`config.mk`:
```
export PLATFORM = sky130hd
export DESIGN_NAME = uart_mmio_baud
export DESIGN_NICKNAME = d
export VERILOG_FILES = /design/src/rtl/uart_mmio_baud.sv
export SDC_FILE = /design/constraint.sdc
export NUM_CORES = 1
export LEC_CHECK = 0
export CAP_MARGIN = 20
export CORE_AREA = 2 2 102 104
export CTS_BUF_LIST = sky130_fd_sc_hd__clkbuf_8 sky130_fd_sc_hd__clkbuf_16
export DETAILED_ROUTE_END_ITERATION = 12
export DIE_AREA = 0 0 104 106
export GPL_TIMING_DRIVEN = 0
export PLACE_DENSITY = 0.75
export SLEW_MARGIN = 10
export SYNTH_ARGS = -nofsm -noshare
export SYNTH_HDL_FRONTEND = slang
export SYNTH_SLANG_ARGS = --single-unit
```
`constraint.sdc`:
```
create_clock -name clock -period 2.9 [get_ports clock]
set_clock_uncertainty 0.2 [all_clocks]
set_input_delay 0.29 -clock clock [delete_from_list [all_inputs] [get_ports clock]]
set_output_delay 0.29 -clock clock [all_outputs]
set_load 0.01 [all_outputs]
```
`src/rtl/uart_mmio_baud.sv`:
```
// Memory-mapped 8N1 UART: integer baud generator, oversampling receiver and a
// transmitter with a one-byte holding register in front of the shifter.
module uart_mmio_baud #(
   parameter int CLOCK_FREQ = 50_000_000,
   parameter int BAUD       = 9600,
   parameter int OVERSAMPLE = 16
) (
   input  logic        clock,
   input  logic        reset,
   input  logic        mm_write,
   input  logic        mm_read,
   input  logic [1:0]  mm_addr,
   input  logic [31:0] mm_wdata,
   output logic [31:0] mm_rdata,
   input  logic        serial_rx,
   output logic        serial_tx,
   output logic        clock_baud_9600,
   output logic        irq
);

   localparam int TICK_DIV = CLOCK_FREQ / (BAUD * OVERSAMPLE);
   localparam int BIT_CLKS = TICK_DIV * OVERSAMPLE;
   localparam int HALF_BIT = BIT_CLKS / 2;
   localparam int TW = (TICK_DIV > 1) ? $clog2(TICK_DIV) : 1;
   localparam int BW = $clog2(BIT_CLKS);
   localparam int HW = (HALF_BIT > 1) ? $clog2(HALF_BIT) : 1;
   localparam int OW = $clog2(OVERSAMPLE);

   localparam logic [TW-1:0] TICK_LAST = TW'(TICK_DIV - 1);
   localparam logic [BW-1:0] BIT_LAST  = BW'(BIT_CLKS - 1);
   localparam logic [HW-1:0] HALF_LAST = HW'(HALF_BIT - 1);
   localparam logic [OW-1:0] OS_LAST   = OW'(OVERSAMPLE - 1);
   localparam logic [OW-1:0] OS_MID    = OW'(OVERSAMPLE / 2 - 1);

   typedef enum logic [2:0] {
      RX_IDLE,
      RX_START,
      RX_DATA,
      RX_STOP,
      RX_WAIT_HIGH
   } rx_state_t;

   logic [TW-1:0] tick_cnt;
   logic [HW-1:0] baud_cnt;
   logic          os_tick;
   logic          rx_meta, rx_sync;

   rx_state_t     rx_state, rx_next;
   logic [OW-1:0] os_cnt;
   logic [2:0]    bit_cnt;
   logic [7:0]    rx_shift, rx_byte;
   logic          rx_valid, overrun, frame_err;
   logic          os_clr, os_inc, bit_clr, bit_inc, shift_en, byte_done, frame_set;

   logic [7:0]    hold_data;
   logic          hold_full, tx_ready, tx_busy;
   logic [8:0]    tx_shift;
   logic [3:0]    tx_bit_idx;
   logic [BW-1:0] tx_clk_cnt;
   logic          tx_frame_end, tx_load;

   logic          wr_tx, wr_ctrl, rd_rx;
   logic [31:0]   read_val;
   logic          unused_wdata;

   assign unused_wdata = &{1'b0, mm_wdata[31:8]};
   assign os_tick      = (tick_cnt == TICK_LAST);

   always_ff @(posedge clock or posedge reset) begin
      if (reset) begin
         tick_cnt        <= '0;
         baud_cnt        <= '0;
         clock_baud_9600 <= 1'b0;
      end else begin
         tick_cnt <= os_tick ? '0 : tick_cnt + TW'(1);
         if (baud_cnt == HALF_LAST) begin
            baud_cnt        <= '0;
            clock_baud_9600 <= ~clock_baud_9600;
         end else begin
            baud_cnt <= baud_cnt + HW'(1);
         end
      end
   end

   always_ff @(posedge clock or posedge reset) begin
      if (reset) begin
         rx_meta <= 1'b1;
         rx_sync <= 1'b1;
      end else begin
         rx_meta <= serial_rx;
         rx_sync <= rx_meta;
      end
   end

   always_ff @(posedge clock or posedge reset) begin
      if (reset) rx_state <= RX_IDLE;
      else       rx_state <= rx_next;
   end

   // Sample points are counted in oversample ticks from the detected falling edge.
   always_comb begin
      rx_next   = rx_state;
      os_clr    = 1'b0;
      os_inc    = 1'b0;
      bit_clr   = 1'b0;
      bit_inc   = 1'b0;
      shift_en  = 1'b0;
      byte_done = 1'b0;
      frame_set = 1'b0;
      case (rx_state)
         RX_IDLE: begin
            if (!rx_sync) begin
               rx_next = RX_START;
               os_clr  = 1'b1;
            end
         end
         RX_START: begin
            if (os_tick) begin
               if (os_cnt == OS_MID) begin
                  os_clr  = 1'b1;
                  bit_clr = 1'b1;
                  rx_next = rx_sync ? RX_IDLE : RX_DATA;
               end else begin
                  os_inc = 1'b1;
               end
            end
         end
         RX_DATA: begin
            if (os_tick) begin
               if (os_cnt == OS_LAST) begin
                  os_clr   = 1'b1;
                  shift_en = 1'b1;
                  if (bit_cnt == 3'd7) rx_next = RX_STOP;
                  else                 bit_inc = 1'b1;
               end else begin
                  os_inc = 1'b1;
               end
            end
         end
         RX_STOP: begin
            if (os_tick) begin
               if (os_cnt == OS_LAST) begin
                  os_clr = 1'b1;
                  if (rx_sync) begin
                     byte_done = 1'b1;
                     rx_next   = RX_IDLE;
                  end else begin
                     frame_set = 1'b1;
                     rx_next   = RX_WAIT_HIGH;
                  end
               end else begin
                  os_inc = 1'b1;
               end
            end
         end
         RX_WAIT_HIGH: begin
            if (rx_sync) rx_next = RX_IDLE;
         end
         default: rx_next = RX_IDLE;
      endcase
   end

   always_ff @(posedge clock or posedge reset) begin
      if (reset) begin
         os_cnt   <= '0;
         bit_cnt  <= '0;
         rx_shift <= '0;
      end else begin
         if (os_clr)      os_cnt <= '0;
         else if (os_inc) os_cnt <= os_cnt + OW'(1);
         if (bit_clr)      bit_cnt <= '0;
         else if (bit_inc) bit_cnt <= bit_cnt + 3'd1;
         if (shift_en) rx_shift <= {rx_sync, rx_shift[7:1]};
      end
   end

   assign wr_tx   = mm_write && (mm_addr == 2'd0);
   assign wr_ctrl = mm_write && (mm_addr == 2'd3);
   assign rd_rx   = mm_read  && (mm_addr == 2'd1);

   // A completing byte takes priority over a simultaneous RXDATA read.
   always_ff @(posedge clock or posedge reset) begin
      if (reset) begin
         rx_byte   <= '0;
         rx_valid  <= 1'b0;
         overrun   <= 1'b0;
         frame_err <= 1'b0;
      end else begin
         if (rd_rx) begin
            rx_valid <= 1'b0;
            overrun  <= 1'b0;
         end
         if (byte_done) begin
            rx_byte  <= rx_shift;
            rx_valid <= 1'b1;
            if (rx_valid && !rd_rx) overrun <= 1'b1;
         end
         if (wr_ctrl && mm_wdata[0]) frame_err <= 1'b0;
         if (frame_set)              frame_err <= 1'b1;
      end
   end

   assign tx_ready     = ~hold_full;
   assign tx_frame_end = tx_busy && (tx_clk_cnt == BIT_LAST) && (tx_bit_idx == 4'd9);
   assign tx_load      = hold_full && (!tx_busy || tx_frame_end);

   always_ff @(posedge clock or posedge reset) begin
      if (reset) begin
         hold_data <= '0;
         hold_full <= 1'b0;
      end else begin
         if (tx_load) hold_full <= 1'b0;
         if (wr_tx && (!hold_full || tx_load)) begin
            hold_data <= mm_wdata[7:0];
            hold_full <= 1'b1;
         end
      end
   end

   // Reloading straight from the stop bit's last cycle keeps frames gap-free.
   always_ff @(posedge clock or posedge reset) begin
      if (reset) begin
         serial_tx  <= 1'b1;
         tx_busy    <= 1'b0;
         tx_shift   <= '1;
         tx_bit_idx <= '0;
         tx_clk_cnt <= '0;
      end else if (tx_load) begin
         serial_tx  <= 1'b0;
         tx_busy    <= 1'b1;
         tx_shift   <= {1'b1, hold_data};
         tx_bit_idx <= '0;
         tx_clk_cnt <= '0;
      end else if (tx_busy) begin
         if (tx_clk_cnt == BIT_LAST) begin
            tx_clk_cnt <= '0;
            if (tx_bit_idx == 4'd9) begin
               tx_busy <= 1'b0;
            end else begin
               tx_bit_idx <= tx_bit_idx + 4'd1;
               serial_tx  <= tx_shift[0];
               tx_shift   <= {1'b1, tx_shift[8:1]};
            end
         end else begin
            tx_clk_cnt <= tx_clk_cnt + BW'(1);
         end
      end
   end

   always_comb begin
      read_val = '0;
      case (mm_addr)
         2'd1:    read_val = {24'b0, rx_byte};
         2'd2:    read_val = {27'b0, frame_err, overrun, tx_busy, tx_ready, rx_valid};
         default: read_val = '0;
      endcase
   end

   always_ff @(posedge clock or posedge reset) begin
      if (reset)        mm_rdata <= '0;
      else if (mm_read) mm_rdata <= read_val;
   end

   assign irq = rx_valid | tx_ready;

endmodule

```
==> impl_results.md, run 1 <==
- IO buf count: 25
- Count of endpoints failing setup in the final report: 0
- Antenna-violating nets left: 0
- Warnings from Yosys: 0
- Cell area power density: ~450 nW/um^2
- Final period util: 0.9153
- Final design utilization: 0.5496
- Async S/R FF share, synth: 1.000
- Final weighted congestion of routability-driven global placement: roughly 0.8
- Max Buffers Root-to-Sink: 2
- Via count: 3306
- Number of H-tree levels: 3
- Worst endpoint required time: 2.93 ns
- Kind of start point of the critical path: register
- Worst R2R Start: tx_clk_cnt[0]
- Total non-filler cell area in the finished layout: ~5500 sq um
- Number of antenna violations at the first check in global routing: 0
- Via-per-instance ratio: approximately 5.2
- FF-to-FF setup slack: 0.25 ns
- Root buffer selected by CTS: sky130_fd_sc_hd__clkbuf_8
- Number of optimization iterations in the first detailed-route pass: 4
- Remaining global-route overflow: 0
- Hold bufs inserted after CTS: 0
- Core region area: ~10000 sq um
- Wire length of the first global-routing pass: 15200 um
- Capture point of the critical path: tx_clk_cnt[11]
- Area of the die: about 11000 sq um
- Instance count after placement with tap cells included: 617
- Worst r2r path cells: 6
- Placement Rows: 37
- End of the worst register-to-register path: tx_clk_cnt[11]
- Resize count post-CTS: 0
- Type of the tightest min-delay check: input port to register
- Clock tree from TritonCTS: done
- Maximum capacitance violations: 0
- # diodes: 0
- Final hold viol count: 0
- Share of cells above drive strength 1: 0.1791
- Critical Path Fanout Max: 10
- Number of sinks on the clock net: 97
- Sequential-to-total area share from yosys stat: 0.5164
- Final #Nets: 544
- Mapped Cells: between 400 and 500
- Post CTS Setup Buffer Count: 0
- Fraction of post-synthesis cell area in the top cell type by area: 0.4553
- Iteration-0 DRC Markers: ~170
- Fillers: roughly 880
- Count of cell types in the netlist: 57
- Final instance count without filler cells: approximately 630
- Final slew viol count: 0
- Arrival time reported for the critical path endpoint: roughly 2.7 ns
- Setup TNS: 0 ns
- Register bit total from synthesis: just under 100
- Total I/O pin count: 74
- Max Fclk: ~0.38 GHz
- Leading cell type in the layout, fill and taps excluded: sky130_fd_sc_hd__dfrtp_1
- Ys flop type: sky130_fd_sc_hd__dfrtp_1
- Final wirelength: ~8700 um
- Clock transition time at the flip-flop clock pins of the worst setup and hold paths: 0.09 ns
- Min cycle time layout: 2.654 ns
- IR drop worst, VDD: between 0.2 and 0.3 mV
- Maximum number of pins on one net before global-route repair: 37
- Die extent in x: approximately 100 um
- Number of remaining DRC errors: 0
- Top cells by area in the synthesized netlist: sky130_fd_sc_hd__dfrtp_1 46%, sky130_fd_sc_hd__dfstp_2 6.1%, sky130_fd_sc_hd__mux2_2 4.0%
- Inserted Clock Buffers: 9
- Worst setup path startpoint: tx_clk_cnt[0]
- Post-Syn Area per Cell: approximately 11 sq um
- Worst hold stages: 1
- Vertical extent of the die: between 100 and 150 um
- Unrepaired setup endpoints after global routing: false
- Netlist Area Pre-Place: between 4000 and 5000 sq um
- Area growth from synthesis to final layout: 16.25%
- Crit Path Category: register to register
- Endpoint type of the worst setup path: register
- Worst skew pair latency: roughly 0.37 ns
- Initial Utilization: 0.4727
- Detail-routed net length per standard cell: about 14 um
- Library cell with the largest summed area after synthesis: sky130_fd_sc_hd__dfrtp_1
- Result of the run: finished clean
- Tightest slew margin relative to the limit: 0.4336
- Static power due to leakage: approximately 2.5 nW
- Detailed Place HPWL: between 6000 and 7000 um
- Worst Max-Slew Pin Slew: ~0.84 ns
- Tot GR Track Use: 0.1666
- Via count of the first global-routing pass: between 3000 and 4000
- Number of synthesized flops with an enable pin: 0
- Commonest non-fill, non-tap cells in the layout: 86 x sky130_fd_sc_hd__dfrtp_1, 32 x sky130_fd_sc_hd__nor2_1, 25 x sky130_fd_sc_hd__clkdlybuf4s50_1, 24 x sky130_fd_sc_hd__buf_4, 24 x sky130_fd_sc_hd__conb_1
- Cell area after placement: roughly 5300 sq um
## cell families after synthesis
family                   count (synthesis)  synth area share
multiplexers                            28           0.06670
buffers and inverters                   56           0.06405
other                                    1         0.0007933
XOR/XNOR                                29           0.05373
flip-flops                              97            0.5164
adder cells (fa/ha/maj)                 13           0.03441
AND/OR/NAND/NOR                        134            0.1546
AO/OA/AOI/OAI                           73            0.1093
## critical path, stage by stage, from the launching register on
cell                        delay [ns]
sky130_fd_sc_hd__dfrtp_1          0.44
sky130_fd_sc_hd__ha_1             0.18
sky130_fd_sc_hd__clkbuf_1         0.29
sky130_fd_sc_hd__nand4bb_1        0.29
sky130_fd_sc_hd__or3_1            0.50
sky130_fd_sc_hd__mux2i_2          0.51
sky130_fd_sc_hd__nor2_1           0.12
## worst min path at each step
stage | startpoint | endpoint | slack (ns)
after global placement | rx_meta | rx_sync | 0.15
after detailed placement | rx_meta | rx_sync | 0.15
after floorplan | serial_rx | rx_meta | 0.09
final | serial_rx | rx_meta | 0.12
after CTS | serial_rx | rx_meta | 0.11
after global routing | serial_rx | rx_meta | 0.11
## final cells by class
type                    instances  area (sq um)  share of cell area
inverters                      20         78.83             0.01434
clock buffers                   9         123.9             0.02254
clock inverters                 7         93.84             0.01708
well taps                     136         170.2             0.03097
flip-flops and latches         97          2441              0.4442
multi-input cells             301          2069              0.3766
repair buffers                 27         290.3             0.05282
plain buffers                  36         227.7             0.04144
## routing by layer
metal / global-route usage / wire (um) / vias up
met5: 0 / 0 / -
met4: 0.05212 / 113 / 0
met3: 0.03617 / 256 / 13
met2: 0.2923 / 4440 / 49
met1: 0.2061 / 3890 / 1639
li1: - / - / 1605
## flip-flops by register name, indices dropped and copies added (netlist names), 4 cells and up
name and count:
baud_cnt 12, hold_data 8, mm_rdata 8, os_cnt 4
rx_byte 8, rx_shift 8, tick_cnt 9, tx_bit_idx 4
tx_clk_cnt 13, tx_shift 8
## per-stage QoR
stage	worst slack (ns)	hold WS, ns	total power [mW]
after detailed placement	0.2710	0.1537	1.558
after floorplan	0.6280	0.09448	1.507
after CTS	0.2434	0.1067	2.493
after global routing	0.08162	0.1088	2.561
after global placement	0.2916	0.1469	1.546
final	0.2457	0.1226	2.457
## report_power, final
part / leakage [nW] / switching [mW] / internal (mW) / total, mW
logic: 1.16 / 0.0652 / 0.0669 / 0.132
registers: 1.25 / 0.0160 / 1.38 / 1.40
clock network: 0.107 / 0.504 / 0.424 / 0.927
total: 2.52 / 0.585 / 1.87 / 2.46
## cell usage after synthesis, drive strengths merged, types with 4 or more instances
cell / n
nand4: 5
nand2: 22
xor2: 16
or3: 4
nor3: 10
o21ai: 24
o21bai: 7
ha: 13
mux2: 25
dfstp: 11
xnor2: 13
nor4: 5
a22oi: 6
and3: 10
o221a: 8
dfrtp: 86
nor2: 32
o2111ai: 4
inv: 20
buf: 27
nand3: 23
a21oi: 10
clkbuf: 9
Power figures use the tool's default switching activity.
==> run 2, diff against run 1 <==
CTS_CLUSTER_DIAMETER = 200   (was not set)
==> results of run 2 <==
No change in the layout: final DEF, timing and power equal those of run 1.
